$ cat src/rtl/gpio_debouncer.sv
// Per-bit switch debouncer: 2-flop sync, stable-count filter, sticky change flag.
// Define GPIO_DEBOUNCER_EDGE_EN to add registered rise_o/fall_o edge pulses.

module gpio_debouncer_bit #(
  parameter int unsigned DEBOUNCE_CYCLES = 500000
) (
  input  logic clk,
  input  logic rst_n,
  input  logic sw,
  output logic gpio,
`ifdef GPIO_DEBOUNCER_EDGE_EN
  output logic rise,
  output logic fall,
`endif
  output logic upd
);
  localparam int unsigned     CW   = $clog2(DEBOUNCE_CYCLES + 1);
  localparam logic [CW-1:0]   LAST = CW'(DEBOUNCE_CYCLES - 1);

  typedef enum logic {STABLE, PENDING} state_t;

  state_t        state, state_nxt;
  logic          sync1, sync2;
  logic [CW-1:0] cnt, cnt_nxt, cnt_cur;

  always_ff @(posedge clk or negedge rst_n) begin
    if (!rst_n) begin
      sync1 <= 1'b0;
      sync2 <= 1'b0;
    end else begin
      sync1 <= sw;
      sync2 <= sync1;
    end
  end

  // The first differing cycle counts as stable cycle one, so STABLE acts as count 0.
  assign cnt_cur = (state == PENDING) ? cnt : '0;

  always_comb begin
    state_nxt = STABLE;
    cnt_nxt   = '0;
    upd       = 1'b0;
    if (sync2 != gpio) begin
      if (cnt_cur == LAST) begin
        upd = 1'b1;
      end else begin
        state_nxt = PENDING;
        cnt_nxt   = cnt_cur + CW'(1);
      end
    end
  end

  always_ff @(posedge clk or negedge rst_n) begin
    if (!rst_n) begin
      state <= STABLE;
      cnt   <= '0;
      gpio  <= 1'b0;
    end else begin
      state <= state_nxt;
      cnt   <= cnt_nxt;
      if (upd) gpio <= sync2;
    end
  end

`ifdef GPIO_DEBOUNCER_EDGE_EN
  always_ff @(posedge clk or negedge rst_n) begin
    if (!rst_n) begin
      rise <= 1'b0;
      fall <= 1'b0;
    end else begin
      rise <= upd & sync2;
      fall <= upd & ~sync2;
    end
  end
`endif
endmodule

module gpio_debouncer #(
  parameter int unsigned WIDTH           = 8,
  parameter int unsigned DEBOUNCE_CYCLES = 500000
) (
  input  logic             clk_i,
  input  logic             reset_i,
  input  logic [WIDTH-1:0] sw_i,
  output logic [WIDTH-1:0] gpio_o,
  output logic             change_o,
`ifdef GPIO_DEBOUNCER_EDGE_EN
  output logic [WIDTH-1:0] rise_o,
  output logic [WIDTH-1:0] fall_o,
`endif
  input  logic             ack_i
);
  logic [WIDTH-1:0] upd;

  generate
    for (genvar i = 0; i < WIDTH; i++) begin : g_bit
      gpio_debouncer_bit #(.DEBOUNCE_CYCLES(DEBOUNCE_CYCLES)) u_bit (
        .clk   (clk_i),
        .rst_n (reset_i),
        .sw    (sw_i[i]),
        .gpio  (gpio_o[i]),
`ifdef GPIO_DEBOUNCER_EDGE_EN
        .rise  (rise_o[i]),
        .fall  (fall_o[i]),
`endif
        .upd   (upd[i])
      );
    end
  endgenerate

  // A fresh update wins over a coincident ack so no change is ever lost.
  always_ff @(posedge clk_i or negedge reset_i) begin
    if (!reset_i)     change_o <= 1'b0;
    else if (|upd)    change_o <= 1'b1;
    else if (ack_i)   change_o <= 1'b0;
  end
endmodule

$ cat config.mk
export PLATFORM = sky130hd
export DESIGN_NAME = gpio_debouncer
export DESIGN_NICKNAME = d
export VERILOG_FILES = /design/src/rtl/gpio_debouncer.sv
export SDC_FILE = /design/constraint.sdc
export NUM_CORES = 1
export LEC_CHECK = 0
export CAP_MARGIN = 40
export CORE_MARGIN = 2
export CORE_UTILIZATION = 39
export CTS_CLUSTER_SIZE = 12
export DETAILED_ROUTE_END_ITERATION = 7
export MAX_ROUTING_LAYER = met4
export PLACE_DENSITY = 0.59
export SLEW_MARGIN = 25
export SYNTH_ARGS = -nofsm -noshare
export SYNTH_HDL_FRONTEND = slang
export SYNTH_SLANG_ARGS = --single-unit
export TNS_END_PERCENT = 1
$ cat constraint.sdc
create_clock -name clk_i -period 2.7 [get_ports clk_i]
set_input_delay 0.54 -clock clk_i [delete_from_list [all_inputs] [get_ports clk_i]]
set_output_delay 0.54 -clock clk_i [all_outputs]
set_load 0.05 [all_outputs]
==> results.json <==
{
  "hpwl_um": 11500,
  "synth.area.top_cells": "dfrtp_1 (52%), xor2_1 (9.2%), nor2_1 (7.2%)",
  "num_rows": 55,
  "cts_tree": "built",
  "drcViolationCount": 0,
  "seq_area_frac_synth": 0.518,
  "slew_viol_final": 0,
  "crit_required_ns": 3.00,
  "synth.avg_cell_area_um2": 9.79,
  "first_iter_violations": 328,
  "netlist_instances": 912,
  "max_freq_ghz": 0.407,
  "final-setup-viol-count": 0,
  "hold_viol": 0,
  "utilization": 0.448,
  "ys_warn_count": 0,
  "cts.reportedPaths.clkPinSlew_ns": 0.06,
  "core_area_um2": 22600,
  "leakage_nw": 4.15,
  "worst-path-max-fanout": 14,
  "max-vdd-ir-drop_mv": 0.364,
  "port_buffers": 19,
  "grt_overflow": 0,
  "vias": 6237,
  "wl_um": 17000,
  "power.total_mw": 5.57,
  "syn_area_um2": 8930,
  "worstMarginPinSlew_ns": 0.746,
  "antenna_found_initial": 0,
  "finClkSkew_ns": 0.0107,
  "relSlewSlack": 0.498,
  "grt_pass1_wl_um": 29700,
  "n_fill_cell": 2173,
  "status": "finished, final reports clean",
  "powerDensity_nw_per_um2": 551,
  "grt_pass1_vias": 6108,
  "timing.hold.ws_ns": 0.122,
  "num_io_pins": 20,
  "htreeDepth": 4,
  "fin_crit_sh": 0.911,
  "cts-resized-gates": 0,
  "end_kind": "flop",
  "dp.cells": 1210,
  "root_buffer": "clkbuf_16",
  "num_antenna_cells": 0,
  "grt_max_degree": 72,
  "synth_cell_types": 47,
  "syn_to_final_growth_pct": 13.2,
  "fin_cells": 1242,
  "yosys.area.top_type_share": 0.518,
  "syn_nets": 931,
  "clock-sinks": 185,
  "drive_above_1_share": 0.0784,
  "final_cell_mix": "dfrtp_1 (185), nor2_1 (172), nand2_1 (104)",
  "rsz0062_at_grt": "false",
  "ys_seq_elements": 185,
  "fp.dieW_um": 155,
  "grt_use_total": 0.155,
  "clock_path_buffers": 2,
  "chipHeight_um": 155,
  "drv_cap": 0,
  "ctsHoldBuffers": 0,
  "crit_type": "reg -> reg",
  "setup_slack_ns": 0.241,
  "critPathArrivalTime_ns": 2.76,
  "start_util": 0.396,
  "dr.pass1.iters": 4,
  "place.gp.congestion": 0.806,
  "insertion_delay_ns": 0.42,
  "nets": 963,
  "vias_per_cell": 5.02,
  "place_ws_ns": 0.126,
  "ant_nets": 0,
  "yosys.area.top_type": "dfrtp_1",
  "place_area_um2": 9500,
  "worstHoldPathType": "in -> async",
  "die-area_um2": 24100,
  "tns_ns": 0,
  "route.detailed.wl_per_inst_um": 13.7,
  "layout_commonest_cell": "dfrtp_1",
  "cts_buffers": 17,
  "start_kind": "flop",
  "final_cell_area_um2": 10100,
  "cts_setup_buffers": 0,
  "finalCriticalPeriod_ns": 2.46
}
-- synthesized netlist by cell type (all sizes together) --
cell type and n:
nor3 22, a32oi 1, o2111a 1, o21ai 1, and3 16, or2 4, inv 22, or3b 2
or3 3, a2bb2oi 1, nand4 31, or2b 1, or4 6, nand2 108, nand4b 2, and2 27
nor3b 1, nor4bb 3, nand2b 5, or4bb 3, xor2 94, o41ai 1, clkbuf 10, o2111ai 1
and4 11, nand3b 6, nand3 64, a21oi 2, o311ai 1, o31ai 2, buf 14, nor2 172
nor4b 7, xnor2 45, dfrtp 185, ha 8, nor4 16, mux2 11, or4b 2
-- registers in the layout, indices dropped and copies added (netlist names) --
signal             cells
g_bit.u_bit.sync1      8
change_o               1
g_bit.u_bit.state      8
g_bit.u_bit.cnt      152
g_bit.u_bit.sync2      8
g_bit.u_bit.gpio       8
-- cell type report --
cell class / count / area (um2) / area share
multi-input combinational: 681 / 4090 / 0.404
clock buffer: 25 / 485 / 0.0480
timing repair buffer: 37 / 354 / 0.0350
clock inverter: 7 / 115 / 0.0114
tap: 285 / 357 / 0.0353
sequential: 185 / 4630 / 0.458
inverter: 22 / 82.6 / 0.00817
-- cell families after synthesis --
logic type / count (synthesis) / share of synthesized area
DFF: 185 / 0.518
xor gates and xnor gates: 139 / 0.136
and+or+nand+nor: 512 / 0.282
adders and majority gates: 8 / 0.0112
muxes: 11 / 0.0139
buffers and inverters: 46 / 0.0248
AOI/OAI and AO/OA: 11 / 0.0136
-- where the power goes --
| group | total (mW) | switching (mW) | internal [mW] |
|---|---|---|---|
| Clock | 2.55 | 1.02 | 1.53 |
| Sequential | 2.83 | 0.0277 | 2.81 |
| Combinational | 0.187 | 0.131 | 0.0556 |
-- layer usage --
layer | vias up | global-route usage | part of all wire
li1 | 3122 | - | -
met1 | 3040 | 0.213 | 0.51
met2 | 64 | 0.237 | 0.46
met3 | 11 | 0.0340 | 0.024
met4 | 0 | 0.0354 | 0.0089
met5 | - | - | 0
-- path summary, 6_finish.rpt --
check	from	to	slack, ns	depth (start not counted)
max in group asynchronous	reset_i	g_bit[5].u_bit.sync2	1.82	2
min in group clk_i	g_bit[4].u_bit.sync1	g_bit[4].u_bit.sync2	0.35	0
setup reg to reg	g_bit[4].u_bit.state	g_bit[4].u_bit.cnt[3]	0.24	9
setup / recovery	g_bit[4].u_bit.state	g_bit[4].u_bit.cnt[3]	0.24	9
hold / removal	reset_i	g_bit[0].u_bit.cnt[2]	0.12	1
hold reg to reg	g_bit[4].u_bit.sync1	g_bit[4].u_bit.sync2	0.35	0
-- critical path, stage by stage, from the launching register on --
cell and delay [ns]:
dfrtp_1 0.38, and2_1 0.17, ha_1 0.21, nand4_1 0.16
or4_1 0.48, or3_1 0.45, nand2_2 0.15, inv_1 0.10
nand2_4 0.17, nor2_1 0.08
(Power assumes the default switching activity.)
